### src/rtl/rv_rf_param.sv
// ---------------------------------------------------------------------------
// rv_rf_param
//
// Parametrised integer register file for the 3-stage RV32IMC pipeline.
// Two combinational read ports and one synchronous write port, with an
// optional hardwired zero register, optional same-cycle write-to-read bypass
// and a per-register pending scoreboard. Decode reads and allocates, and
// writeback writes. After reset an optional sweep zeroes every entry; the
// block reports busy while the sweep runs.
//
// Parameters:
//   XLEN        data width in bits
//   NREG        number of registers (>= 2)
//   ZERO_REG    1: register 0 reads 0, ignores writes, is never pending
//   BYPASS      1: a same-cycle write is forwarded to the read ports
//   CLR_ON_RST  1: sweep-clear every entry after reset
//
// Ports:
//   clk             clock, all state updates on the rising edge
//   rst             synchronous active-high reset
//   c_rf_write      write enable
//   rd_addr         write address
//   rd_dati         write data
//   c_rd_alloc      mark rd_alloc_addr as pending
//   rd_alloc_addr   register to mark as pending
//   rs1_addr        read port 1 address
//   rs1_dato_async  read port 1 data (combinational)
//   rs1_pend        read port 1 register has a result outstanding
//   rs2_addr        read port 2 address
//   rs2_dato_async  read port 2 data (combinational)
//   rs2_pend        read port 2 register has a result outstanding
//   rf_busy         reset or clear sweep in progress; ports are inert
// ---------------------------------------------------------------------------
module rv_rf_param #(
    parameter int XLEN       = 32,
    parameter int NREG       = 32,
    parameter int ZERO_REG   = 1,
    parameter int BYPASS     = 1,
    parameter int CLR_ON_RST = 1,
    localparam int AW        = $clog2(NREG)
) (
    input  logic            clk,
    input  logic            rst,
    input  logic            c_rf_write,
    input  logic [AW-1:0]   rd_addr,
    input  logic [XLEN-1:0] rd_dati,
    input  logic            c_rd_alloc,
    input  logic [AW-1:0]   rd_alloc_addr,
    input  logic [AW-1:0]   rs1_addr,
    output logic [XLEN-1:0] rs1_dato_async,
    output logic            rs1_pend,
    input  logic [AW-1:0]   rs2_addr,
    output logic [XLEN-1:0] rs2_dato_async,
    output logic            rs2_pend,
    output logic            rf_busy
);

    typedef enum logic {
        CLEAR,
        READY
    } state_t;

    // One extra bit so that an address equal to NREG can be compared when
    // NREG is a power of two.
    localparam logic [AW:0]   NREG_W   = (AW + 1)'(NREG);
    localparam logic [AW-1:0] LAST_IDX = AW'(NREG - 1);

    state_t            state;
    logic [AW-1:0]     idx;
    logic [NREG-1:0]   pend;
    logic [XLEN-1:0]   rf [NREG];

    logic busy;
    logic wr_valid;
    logic alloc_valid;
    logic rd1_ok;
    logic rd2_ok;
    logic byp1;
    logic byp2;

    // An address is usable when it names a real entry and is not the
    // hardwired zero register.
    function automatic logic addr_ok(input logic [AW-1:0] a);
        return ({1'b0, a} < NREG_W) && !((ZERO_REG != 0) && (a == '0));
    endfunction

    // Busy follows rst directly so that the ports go inert in the same cycle
    // reset is raised, not one cycle later.
    assign busy        = rst || (state == CLEAR);
    assign rf_busy     = busy;
    assign wr_valid    = !busy && c_rf_write && addr_ok(rd_addr);
    assign alloc_valid = !busy && c_rd_alloc && addr_ok(rd_alloc_addr);

    assign rd1_ok = !busy && addr_ok(rs1_addr);
    assign rd2_ok = !busy && addr_ok(rs2_addr);
    assign byp1   = (BYPASS != 0) && wr_valid && (rd_addr == rs1_addr);
    assign byp2   = (BYPASS != 0) && wr_valid && (rd_addr == rs2_addr);

    // Sequencer and scoreboard. The alloc assignment comes after the write
    // clear so that an allocation to the register being written in the same
    // cycle leaves the bit set.
    always_ff @(posedge clk) begin
        if (rst) begin
            state <= (CLR_ON_RST != 0) ? CLEAR : READY;
            idx   <= '0;
            pend  <= '0;
        end else begin
            case (state)
                CLEAR: begin
                    if (idx == LAST_IDX) begin
                        state <= READY;
                    end else begin
                        idx <= idx + 1'b1;
                    end
                end
                READY: begin
                    if (wr_valid) begin
                        pend[rd_addr] <= 1'b0;
                    end
                    if (alloc_valid) begin
                        pend[rd_alloc_addr] <= 1'b1;
                    end
                end
                default: state <= READY;
            endcase
        end
    end

    // Storage array kept out of the reset branch so it maps onto plain RAM
    // or flops without a reset net; the sweep provides the clearing instead.
    always_ff @(posedge clk) begin
        if (!rst) begin
            if (state == CLEAR) begin
                rf[idx] <= '0;
            end else if (wr_valid) begin
                rf[rd_addr] <= rd_dati;
            end
        end
    end

    always_comb begin
        rs1_dato_async = '0;
        if (rd1_ok) begin
            rs1_dato_async = byp1 ? rd_dati : rf[rs1_addr];
        end
    end

    always_comb begin
        rs2_dato_async = '0;
        if (rd2_ok) begin
            rs2_dato_async = byp2 ? rd_dati : rf[rs2_addr];
        end
    end

    // A pending register that is being written this cycle is already
    // satisfied when its value is forwarded.
    assign rs1_pend = rd1_ok && pend[rs1_addr] && !byp1;
    assign rs2_pend = rd2_ok && pend[rs2_addr] && !byp2;

endmodule

### config.mk
export PLATFORM = sky130hd
export DESIGN_NAME = rv_rf_param
export DESIGN_NICKNAME = d
export VERILOG_FILES = /design/src/rtl/rv_rf_param.sv
export SDC_FILE = /design/constraint.sdc
export NUM_CORES = 1
export LEC_CHECK = 0
export BUFFER_PORTS_ARGS = -buffer_cell sky130_fd_sc_hd__buf_4
export CORE_MARGIN = 8
export CORE_UTILIZATION = 30
export DETAILED_ROUTE_END_ITERATION = 10
export GPL_TIMING_DRIVEN = 0
export PLACE_DENSITY = 0.53
export REMOVE_ABC_BUFFERS = 1
export SYNTH_ARGS = -nofsm -noshare
export SYNTH_HDL_FRONTEND = slang
export SYNTH_SLANG_ARGS = --single-unit
### constraint.sdc
create_clock -name clk -period 3.2 [get_ports clk]
set_input_delay 0.16 -clock clk [delete_from_list [all_inputs] [get_ports clk]]
set_output_delay 0.16 -clock clk [all_outputs]
set_load 0.02 [all_outputs]
==> impl_metrics.env, run 1 <==
export IMPL_dpl_hpwl_um=102000
export IMPL_finalSetupViolations=1
export IMPL_crit_type="in2out"
export IMPL_fin_skew_ps=19.8
export IMPL_groute_layer_met1_usage_pct=24.7
export IMPL_r2r_start="state$_SDFF_PP0_"
export IMPL_final_core_util_pct=36.3
export IMPL_outcome="finished, violations left"
export IMPL_synth_avg_cell_area_sq_um=18.1
export IMPL_hold_viol=0
export IMPL_cap_violations=0
export IMPL_slew_headroom_pct=20.6
export IMPL_ant_nets=0
export IMPL_cts_made_buffers=114
export IMPL_critPathLaunch="rs2_addr[3]"
export IMPL_worstHoldStart="rd_addr[2]"
export IMPL_wirelength_um=172000
export IMPL_worst_r2r_path_depth=6
export IMPL_yosysTopAreaCell="edfxtp_1"
export IMPL_vias=30932
export IMPL_cp_arrival_ps=3060
export IMPL_worstMarginPinSlew_ps=1190
export IMPL_coreArea_sq_mm=0.167
export IMPL_violations="setup timing"
export IMPL_drc=0
export IMPL_synth_edf_count=1024
export IMPL_nets=3041
export IMPL_area_growth_pct=20.2
export IMPL_yosysMostFrequentCell="edfxtp_1"
export IMPL_setup_slack_ps=-18.3
export IMPL_overflow=0
export IMPL_grt_usage_pct=18.3
export IMPL_start_util_pct=30.2
export IMPL_wl_per_cell_um=32.6
export IMPL_hold_path_depth=4
export IMPL_slew_violations=0
export IMPL_gp_congestion=0.745
export IMPL_die_width_um=426
export IMPL_grtUsageMet3_pct=3.47
export IMPL_cts_tree="done"
export IMPL_antenna_found_initial=5
export IMPL_ys_warn_count=0
export IMPL_synth_top_cells_by_area="edfxtp_1 61%, mux4_2 21%, mux2i_1 2.8%"
export IMPL_viasPerCell=5.86
export IMPL_synth_common_cells="1024 x edfxtp_1, 462 x mux4_2, 139 x mux2i_1, 128 x a22oi_1, 103 x clkbuf_1"
export IMPL_synth_ff_type="edfxtp_1"
export IMPL_yosysSeqAreaShare_pct=62.5
export IMPL_cts_sinks=1062
export IMPL_grtUsageMet2_pct=29.9
export IMPL_synthesis_area_sq_mm=0.0504
export IMPL_yosys_area_top_type_share_pct=61.0
export IMPL_cp_required_ps=3040
export IMPL_power_density_mw_per_mm2=502
export IMPL_num_rows=150
export IMPL_drt_iter0_drc=3690
export IMPL_clk_latency_ps=710
export IMPL_rsz0062_at_grt="no"
export IMPL_die_h_um=426
export IMPL_grt_pass1_vias=31313
export IMPL_ios=123
export IMPL_die_area_sq_mm=0.181
export IMPL_grt_busiest_layer="met2"
export IMPL_async_reset_ff_share_pct=0
export IMPL_htreeDepth=3
export IMPL_power_leakage_nw=17.8
export IMPL_fin_crit_ps=3220
export IMPL_cts_buffer_depth=3
export IMPL_path_max_fanout=70
export IMPL_hold_class="in2reg"
export IMPL_grt_max_degree=76
export IMPL_instances_no_fill=5280
export IMPL_root_buffer="clkbuf_16"
export IMPL_start_kind="input port"
export IMPL_synth_distinct_cells=68
export IMPL_dpl_worst_slack_ps=-1080
export IMPL_finalSetupTns_ps=-18.3
export IMPL_clkTransAtPathRegs_ps=60
export IMPL_fmax_mhz=311
export IMPL_portBuffers=122
export IMPL_syn_inst=2791
export IMPL_firstDrtPassIters=7
export IMPL_place_inst=4989
export IMPL_cp_end_kind="output pin"
export IMPL_peakVddDrop_mv=0.448
export IMPL_finalCritPeriodShare_pct=101
export IMPL_layout_drive_gt1_share_pct=32.9
export IMPL_grt_pass1_wl_um=239000
export IMPL_ys_ff_latch=1062
export IMPL_nFillCells=15348
==> worst max-delay path, stage by stage <==
cell and delay [ps]:
clkbuf_8 550, inv_1 390, nand2_2 510, buf_12 280
o22ai_1 130, nor3_1 570, a211o_1 190, buf_4 160
==> power breakdown <==
part | leakage [nW] | internal (mW) | switching, mW
Combinational | 7.64 | 0.929 | 1.24
Sequential | 8.42 | 15.1 | 0.0421
Clock | 1.79 | 7.56 | 5.51
==> registers in the layout, indices dropped and copies added, names as in the netlist <==
register	flops
rf	1024
state	1
pend	32
idx	5
==> per-stage QoR <==
stage | cell area (sq um) | hold WS (ps) | power [mW]
after floorplan | 49100 | 229 | 16.3
after global placement | 52700 | 464 | 17.4
after detailed placement | 55500 | 462 | 17.4
after CTS | 60300 | 13.9 | 30.6
after global routing | 60600 | 67.5 | 31.2
final | 60600 | 69.9 | 30.4
==> final cells by class <==
class	count	area (sq um)	share of cell area, %
Antenna cell	3	7.51	0.0124
Clock buffer	138	2990	4.93
Clock inverter	68	661	1.09
Inverter	9	33.8	0.0558
Multi-Input combinational cell	1481	18100	29.8
Sequential cell	1062	31500	52.0
Tap cell	2204	2760	4.55
Timing Repair Buffer	315	4570	7.55
==> metal layers <==
metal | routed length [um] | part of all wire [%] | vias to the layer above
li1 | - | - | 12416
met1 | 69700 | 41 | 16644
met2 | 82500 | 48 | 1595
met3 | 14100 | 8.2 | 275
met4 | 5570 | 3.2 | 2
met5 | 13 | 0.0076 | -
==> logic make-up (layout without fill, tap and decap cells) <==
family / Yosys count / after routing / synth area share (%)
mux: 602 / 602 / 23.4
simple gates: 360 / 360 / 3.80
xor+xnor: 13 / 13 / 0.226
buf+inv: 248 / 530 / 2.75
flops: 1062 / 1062 / 62.5
compound gates: 504 / 504 / 7.25
other cells: 0 / 3 / 0
fa+ha+maj: 2 / 2 / 0.0496
==> final timing paths <==
check / to / slack (ps)
setup reg to reg: rf[31][21]$_DFFE_PP_ / 80
hold reg to reg: pend[0]$_SDFFE_PP0P_ / 490
hold / removal: pend[20]$_SDFFE_PP0P_ / 70
setup / recovery: rs2_dato_async[27] / -20
==> cell usage in the layout (no fill, tap or decap), types with 8 or more instances in the layout <==
cell           instances
nor4_2                17
edfxtp_1            1024
buf_16                36
xnor2_1               11
a211oi_1              30
a221o_1               31
buf_8                 11
mux2i_1              139
o211ai_1               8
o22ai_1               61
or2_2                 12
a22oi_1              128
buf_4                149
mux4_2               462
inv_1                  8
clkinv_2              19
clkbuf_16            119
bufbuf_16             16
or2_0                 45
nor3_1                36
nor2_1                29
a21oi_1               91
clkinv_1              30
buf_12                69
dlygate4sd3_1         23
nor2_4                35
nor4_1                18
a211o_1               31
bufinv_16             12
o21ai_0               26
dfxtp_1               37
nand3_1               13
clkbuf_1              22
o221ai_1              62
and2_1                32
nand2_1               65
==> repair_timing <==
action / 4_1_cts / 5_1_grt
buffers inserted: 25 / 18
pin swaps: 13 / 7
endpoints found under the hold margin: 50 / 0
hold buffers: 23 / 0
endpoints found under the setup margin: 910 / 127
gates cloned: 16 / 3
gates resized for setup: 52 / 8
Power figures use the tool's default switching activity.
==> inputs of run 2 (changes only) <==
--- a/config.mk
+++ b/config.mk
@@ -6,11 +6,13 @@
 export NUM_CORES = 1
 export LEC_CHECK = 0
 export BUFFER_PORTS_ARGS = -buffer_cell sky130_fd_sc_hd__buf_4
-export CORE_MARGIN = 8
+export CELL_PAD_IN_SITES_DETAIL_PLACEMENT = 1
+export CELL_PAD_IN_SITES_GLOBAL_PLACEMENT = 2
+export CORE_MARGIN = 3
 export CORE_UTILIZATION = 30
 export DETAILED_ROUTE_END_ITERATION = 10
 export GPL_TIMING_DRIVEN = 0
-export PLACE_DENSITY = 0.53
+export PLACE_DENSITY = 0.61
 export REMOVE_ABC_BUFFERS = 1
 export SYNTH_ARGS = -nofsm -noshare
 export SYNTH_HDL_FRONTEND = slang
==> constraint.sdc (replaced) <==
create_clock -name clk -period 3.6 [get_ports clk]
set_input_delay 0.18 -clock clk [delete_from_list [all_inputs] [get_ports clk]]
set_output_delay 0.18 -clock clk [all_outputs]
set_load 0.02 [all_outputs]
==> run 2 against run 1 <==
Effect of this change:
- largest power group unchanged
- critical path type unchanged
- combinational power shrank 16%
- global-route usage grew 1.9 points
- first-iteration DRC count shrank 23%
- worst hold slack gained 83 ps
- power shrank 11%
- the flow now finishes without violations
- sequential share of layout area grew 0.68 points
==> impl_metrics.env, run 2 (synthesis gave the netlist of run 1 again) <==
export IMPL_area_growth_pct=18.6
export IMPL_cts_made_buffers=114
export IMPL_cp_arrival_ps=3400
export IMPL_ios=123
export IMPL_wirelength_um=179000
export IMPL_worst_hold_slack_ps=153
export IMPL_overflow=0
export IMPL_ant_nets=0
export IMPL_portBuffers=122
export IMPL_path_max_fanout=11
export IMPL_rsz0062_at_grt="no"
export IMPL_r2r_setup_slack_ps=160
export IMPL_power_mw=26.9
export IMPL_dpl_hpwl_um=111000
export IMPL_gp_congestion=0.767
export IMPL_fin_skew_ps=21.3
export IMPL_start_util_pct=30.4
export IMPL_hold_path_depth=3
export IMPL_die_area_sq_mm=0.173
export IMPL_outcome="finished, final reports clean"
export IMPL_worst_r2r_path_depth=7
export IMPL_wl_per_cell_um=34.1
export IMPL_min_to="rf[2][30]$_DFFE_PP_"
export IMPL_drt_iter0_drc=2832
export IMPL_clkTransAtPathRegs_ps=70
export IMPL_finalCritPeriodShare_pct=99.5
export IMPL_place_inst=4977
export IMPL_cts_tree="done"
export IMPL_power_density_mw_per_mm2=450
export IMPL_coreArea_sq_mm=0.166
export IMPL_cap_violations=0
export IMPL_drc=0
export IMPL_viasPerCell=5.85
export IMPL_final_cell_mix="1024 x edfxtp_1, 462 x mux4_2, 139 x mux2i_1, 130 x buf_4, 128 x a22oi_1"
export IMPL_nets=3004
export IMPL_clk_latency_ps=740
export IMPL_grt_pass1_wl_um=252000
export IMPL_r2r_start="state$_SDFF_PP0_"
export IMPL_top_regs="rf (1024), pend (32), idx (5)"
export IMPL_worstHoldStart="rd_dati[30]"
export IMPL_htreeDepth=3
export IMPL_die_width_um=416
export IMPL_top_register="rf"
export IMPL_final_common_cell="edfxtp_1"
export IMPL_cp_required_ps=3420
export IMPL_cp_end_kind="output pin"
export IMPL_cts_buffer_depth=3
export IMPL_slew_headroom_pct=23.8
export IMPL_layout_drive_gt1_share_pct=32.0
export IMPL_start_kind="input port"
export IMPL_grt_max_degree=76
export IMPL_largest_register_ffs=1024
export IMPL_grt_pass1_vias=33556
export IMPL_cts_sinks=1062
export IMPL_peakVddDrop_mv=0.389
export IMPL_root_buffer="clkbuf_16"
export IMPL_die_h_um=416
export IMPL_r2r_end="rf[22][19]$_DFFE_PP_"
export IMPL_instances_no_fill=5237
export IMPL_hold_viol=0
export IMPL_worstMarginPinSlew_ps=1140
export IMPL_slew_violations=0
export IMPL_power_leakage_nw=17.4
export IMPL_finalSetupViolations=0
export IMPL_antenna_found_initial=1
export IMPL_fmax_mhz=279
export IMPL_hold_class="in2reg"
export IMPL_num_rows=149
export IMPL_crit_type="in2out"
export IMPL_grt_usage_pct=20.2
export IMPL_fin_crit_ps=3580
export IMPL_firstDrtPassIters=5
export IMPL_vias=30656
run 2: metrics by stage:
| stage | setup WS [ps] | area, sq um | setup TNS (ps) | utilization, % |
|---|---|---|---|---|
| finish | 16.5 | 59800 | 0 | 36.0 |
| floorplan | -652 | 49100 | -110030 | - |
| global route | 6.93 | 59800 | 0 | 36.0 |
| global placement | -17340 | 52700 | -9738640 | 31.8 |
| detailed placement | -917 | 55500 | -112110 | 33.5 |
| CTS | 0.612 | 59700 | 0 | 36.0 |
run 2: timing repair:
| item | CTS | global route |
|---|---|---|
| setup endpoints to repair | 495 | 38 |
| cloned | 2 | 3 |
| gates resized for setup | 27 | 1 |
| pin swaps | 8 | 1 |
| hold buffers | 21 | 0 |
| hold endpoints to repair | 38 | 0 |
| setup buffers | 14 | 2 |
run 2: cell type report:
type | instances | area, sq um
diodes | 3 | 7.51
clock buffers | 133 | 2920
clock inverters | 82 | 723
fillers | 16326 | 106000
inverters | 9 | 33.8
multi-input cells | 1482 | 18000
flip-flops and latches | 1062 | 31500
well taps | 2189 | 2740
repair buffers | 277 | 3860
run 2: metal layers:
metal,GRT usage (%),wire (um),up-vias
li1,-,-,12358
met1,24.5,69300,16863
met2,36.4,93500,1097
met3,2.63,8960,338
met4,7.60,6850,0
met5,0,0,-
run 2: worst max-delay path, cell delays in order:
cell and delay [ps]:
dlygate4sd3_1 540, buf_4 190, or3_1 520, o31ai_1 410, o311ai_4 290, buf_16 250
nor3_1 600, a211o_1 240, buf_4 160
run 2: how the worst max path moves through the flow:
| stage | start | end | slack [ps] |
|---|---|---|---|
| floorplan | state$_SDFF_PP0_ | rs1_dato_async[0] | -650 |
| detailed placement | rs1_addr[0] | rs1_dato_async[17] | -920 |
| CTS | rs1_addr[0] | rs1_dato_async[10] | 0.6 |
| global placement | rs1_addr[0] | rs1_dato_async[8] | -17340 |
| finish | rd_addr[4] | rs2_dato_async[10] | 20 |
| global route | rd_addr[4] | rs2_dato_async[10] | 7 |
run 2: power breakdown:
group	switching (mW)	total [mW]	internal, mW
sequential	0.0391	13.5	13.4
combinational	1.08	1.83	0.754
clock	5.16	11.6	6.47
==> inputs of run 3 (changes only) <==
--- a/config.mk
+++ b/config.mk
@@ -12,8 +12,10 @@
 export CORE_UTILIZATION = 30
 export DETAILED_ROUTE_END_ITERATION = 10
 export GPL_TIMING_DRIVEN = 0
+export MAX_ROUTING_LAYER = met4
 export PLACE_DENSITY = 0.61
 export REMOVE_ABC_BUFFERS = 1
+export SLEW_MARGIN = 5
 export SYNTH_ARGS = -nofsm -noshare
 export SYNTH_HDL_FRONTEND = slang
 export SYNTH_SLANG_ARGS = --single-unit
==> run 3 against run 2 <==
Effect of this change:
- die area unchanged
- routed wire length hardly changed
- clock skew rose by 2.5 ps
- sequential share of layout area up 0.16 points
- critical endpoint is now rs2_dato_async[31]
- fmax fell by 0.52%
- non-clock buffer count down 1
- clock-buffer cell count grew 8
- core utilization down 0.11 points
- power is 0.81% lower
- the run now ends with setup timing left
- highest routed layer unchanged
- design area decreased by 0.30%
- largest cell class unchanged
- global-route usage up 0.67 points
==> impl_metrics.env, run 3 (synthesis gave the netlist of run 1 again) <==
export IMPL_fin_skew_ps=23.8
export IMPL_cp_arrival_ps=3420
export IMPL_worst_r2r_path_depth=7
export IMPL_critPathBufInv=4
export IMPL_vias=30851
export IMPL_worstHoldStart="rd_dati[30]"
export IMPL_final_common_cell="edfxtp_1"
export IMPL_final_cell_mix="1024 x edfxtp_1, 462 x mux4_2, 139 x mux2i_1, 129 x buf_4, 128 x a22oi_1"
export IMPL_finalCritPeriodShare_pct=100
export IMPL_violations="setup timing"
export IMPL_power_mw=26.7
export IMPL_start_util_pct=30.4
export IMPL_slowest_stage="nor3_1"
export IMPL_drt_iter0_drc=2910
export IMPL_peakVddDrop_mv=0.372
export IMPL_top_regs="rf (1024), pend (32), idx (5)"
export IMPL_portBuffers=122
export IMPL_die_h_um=416
export IMPL_coreArea_sq_mm=0.166
export IMPL_r2r_start="state$_SDFF_PP0_"
export IMPL_nFillCells=16340
export IMPL_hold_viol=0
export IMPL_finalSetupTns_ps=-2.30
export IMPL_grt_max_degree=76
export IMPL_gp_congestion=0.777
export IMPL_area_growth_pct=18.3
export IMPL_place_inst=4979
export IMPL_num_rows=149
export IMPL_instances_no_fill=5225
export IMPL_grt_usage_pct=20.9
export IMPL_r2r_end="rf[23][17]$_DFFE_PP_"
export IMPL_fmax_mhz=278
export IMPL_path_max_fanout=11
export IMPL_cp_required_ps=3420
export IMPL_antenna_found_initial=2
export IMPL_cts_sinks=1062
export IMPL_cts_made_buffers=112
export IMPL_overflow=0
export IMPL_ant_nets=0
export IMPL_crit_path_frequent_cell="buf_4"
export IMPL_htreeDepth=3
export IMPL_root_buffer="clkbuf_16"
export IMPL_cts_buffer_depth=3
export IMPL_fin_crit_ps=3600
export IMPL_place_area_sq_mm=0.0555
export IMPL_crit_family="simple AND/OR/NAND/NOR gates"
export IMPL_power_density_mw_per_mm2=448
export IMPL_top_register="rf"
export IMPL_firstDrtPassIters=5
export IMPL_power_leakage_nw=17.4
export IMPL_cpPeakStageDelay_ps=660
export IMPL_viasPerCell=5.90
export IMPL_outcome="finished, violations left"
export IMPL_layout_drive_gt1_share_pct=31.6
export IMPL_cts_tree="done"
export IMPL_critical_path_cell_chain="dlygate4sd3_1, buf_4, or3_1, o31ai_1, o311ai_4, buf_8, nor3_1, a211o_1, buf_4"
export IMPL_r2r_setup_slack_ps=170
export IMPL_cp_end_kind="output pin"
export IMPL_grt_pass1_vias=33388
export IMPL_die_width_um=416
export IMPL_grt_pass1_wl_um=252000
export IMPL_largest_register_ffs=1024
export IMPL_wirelength_um=179000
export IMPL_dpl_hpwl_um=110000
export IMPL_final_area_sq_mm=0.0596
export IMPL_start_kind="input port"
export IMPL_slew_violations=0
export IMPL_cap_violations=0
export IMPL_hold_path_depth=4
export IMPL_worstMarginPinSlew_ps=1290
export IMPL_setup_slack_ps=-2.30
export IMPL_die_area_sq_mm=0.173
export IMPL_drc=0
export IMPL_wl_per_cell_um=34.2
export IMPL_worst_hold_slack_ps=110
export IMPL_clkTransAtPathRegs_ps=60
export IMPL_hold_class="in2reg"
export IMPL_nets=3002
export IMPL_min_to="rf[14][30]$_DFFE_PP_"
export IMPL_crit_type="in2out"
export IMPL_dpl_worst_slack_ps=-551
export IMPL_slew_headroom_pct=13.3
export IMPL_clk_latency_ps=760
export IMPL_ios=123
export IMPL_final_core_util_pct=35.9
export IMPL_finalSetupViolations=1
## run 3: cell count changes in the layout (fill, tap and decap cells not counted), moves of 4 or more
cell	delta
clkinv_2	-4
clkbuf_1	+10
buf_8	+4
buf_12	-4
clkinv_1	-8
clkinvlp_4	-4
## run 3: worst max path at each step
| stage | start | end | slack [ps] | cells past startpoint |
|---|---|---|---|---|
| 6_report | rd_addr[4] | rs2_dato_async[31] | -2 | 9 |
| 5_1_grt | state$_SDFF_PP0_ | rs1_dato_async[17] | -10 | 10 |
| 4_1_cts | rs1_addr[1] | rs1_dato_async[17] | 7 | 10 |
| 3_5_place_dp | rs1_addr[3] | rs1_dato_async[31] | -550 | 7 |
| 3_3_place_gp | rs1_addr[0] | rs1_dato_async[8] | -17340 | 7 |
| 2_1_floorplan | state$_SDFF_PP0_ | rs1_dato_async[0] | -650 | 5 |
## run 3: per-layer routing
layer	global-route usage, %	wire length [um]	share of wire [%]
met1	24.6	68700	38
met2	36.3	93800	53
met3	2.42	8840	4.9
met4	8.58	7330	4.1
met5	-	0	0
## run 3: cell type report
type	count	area, sq um	share of cell area, %
diodes	2	5.00	0.00839
multi-input cells	1483	18000	30.1
clock buffers	141	2910	4.88
clock inverters	63	617	1.03
flip-flops and latches	1062	31500	52.9
inverters	9	33.8	0.0567
well taps	2189	2740	4.59
repair buffers	276	3830	6.42
## run 3: tightest hold or removal path, delay by kind of cell
family / cells / cell delay (ps)
buffers and inverters: 3 / 410
AND/OR/NAND/NOR: 1 / 70
## run 3: what timing repair did
action / 4_1_cts / 5_1_grt
buffers inserted: 10 / 2
pin swaps: 5 / 1
cloned: 5 / 2
endpoints found under the setup margin: 424 / 11
gates resized for setup: 16 / 3
hold buffers: 21 / 0
endpoints found under the hold margin: 37 / 0
## run 3: report_power, final
group / leakage, nW / internal [mW] / switching, mW
Clock: 1.71 / 6.38 / 5.03
Sequential: 8.42 / 13.4 / 0.0396
Combinational: 7.22 / 0.758 / 1.09
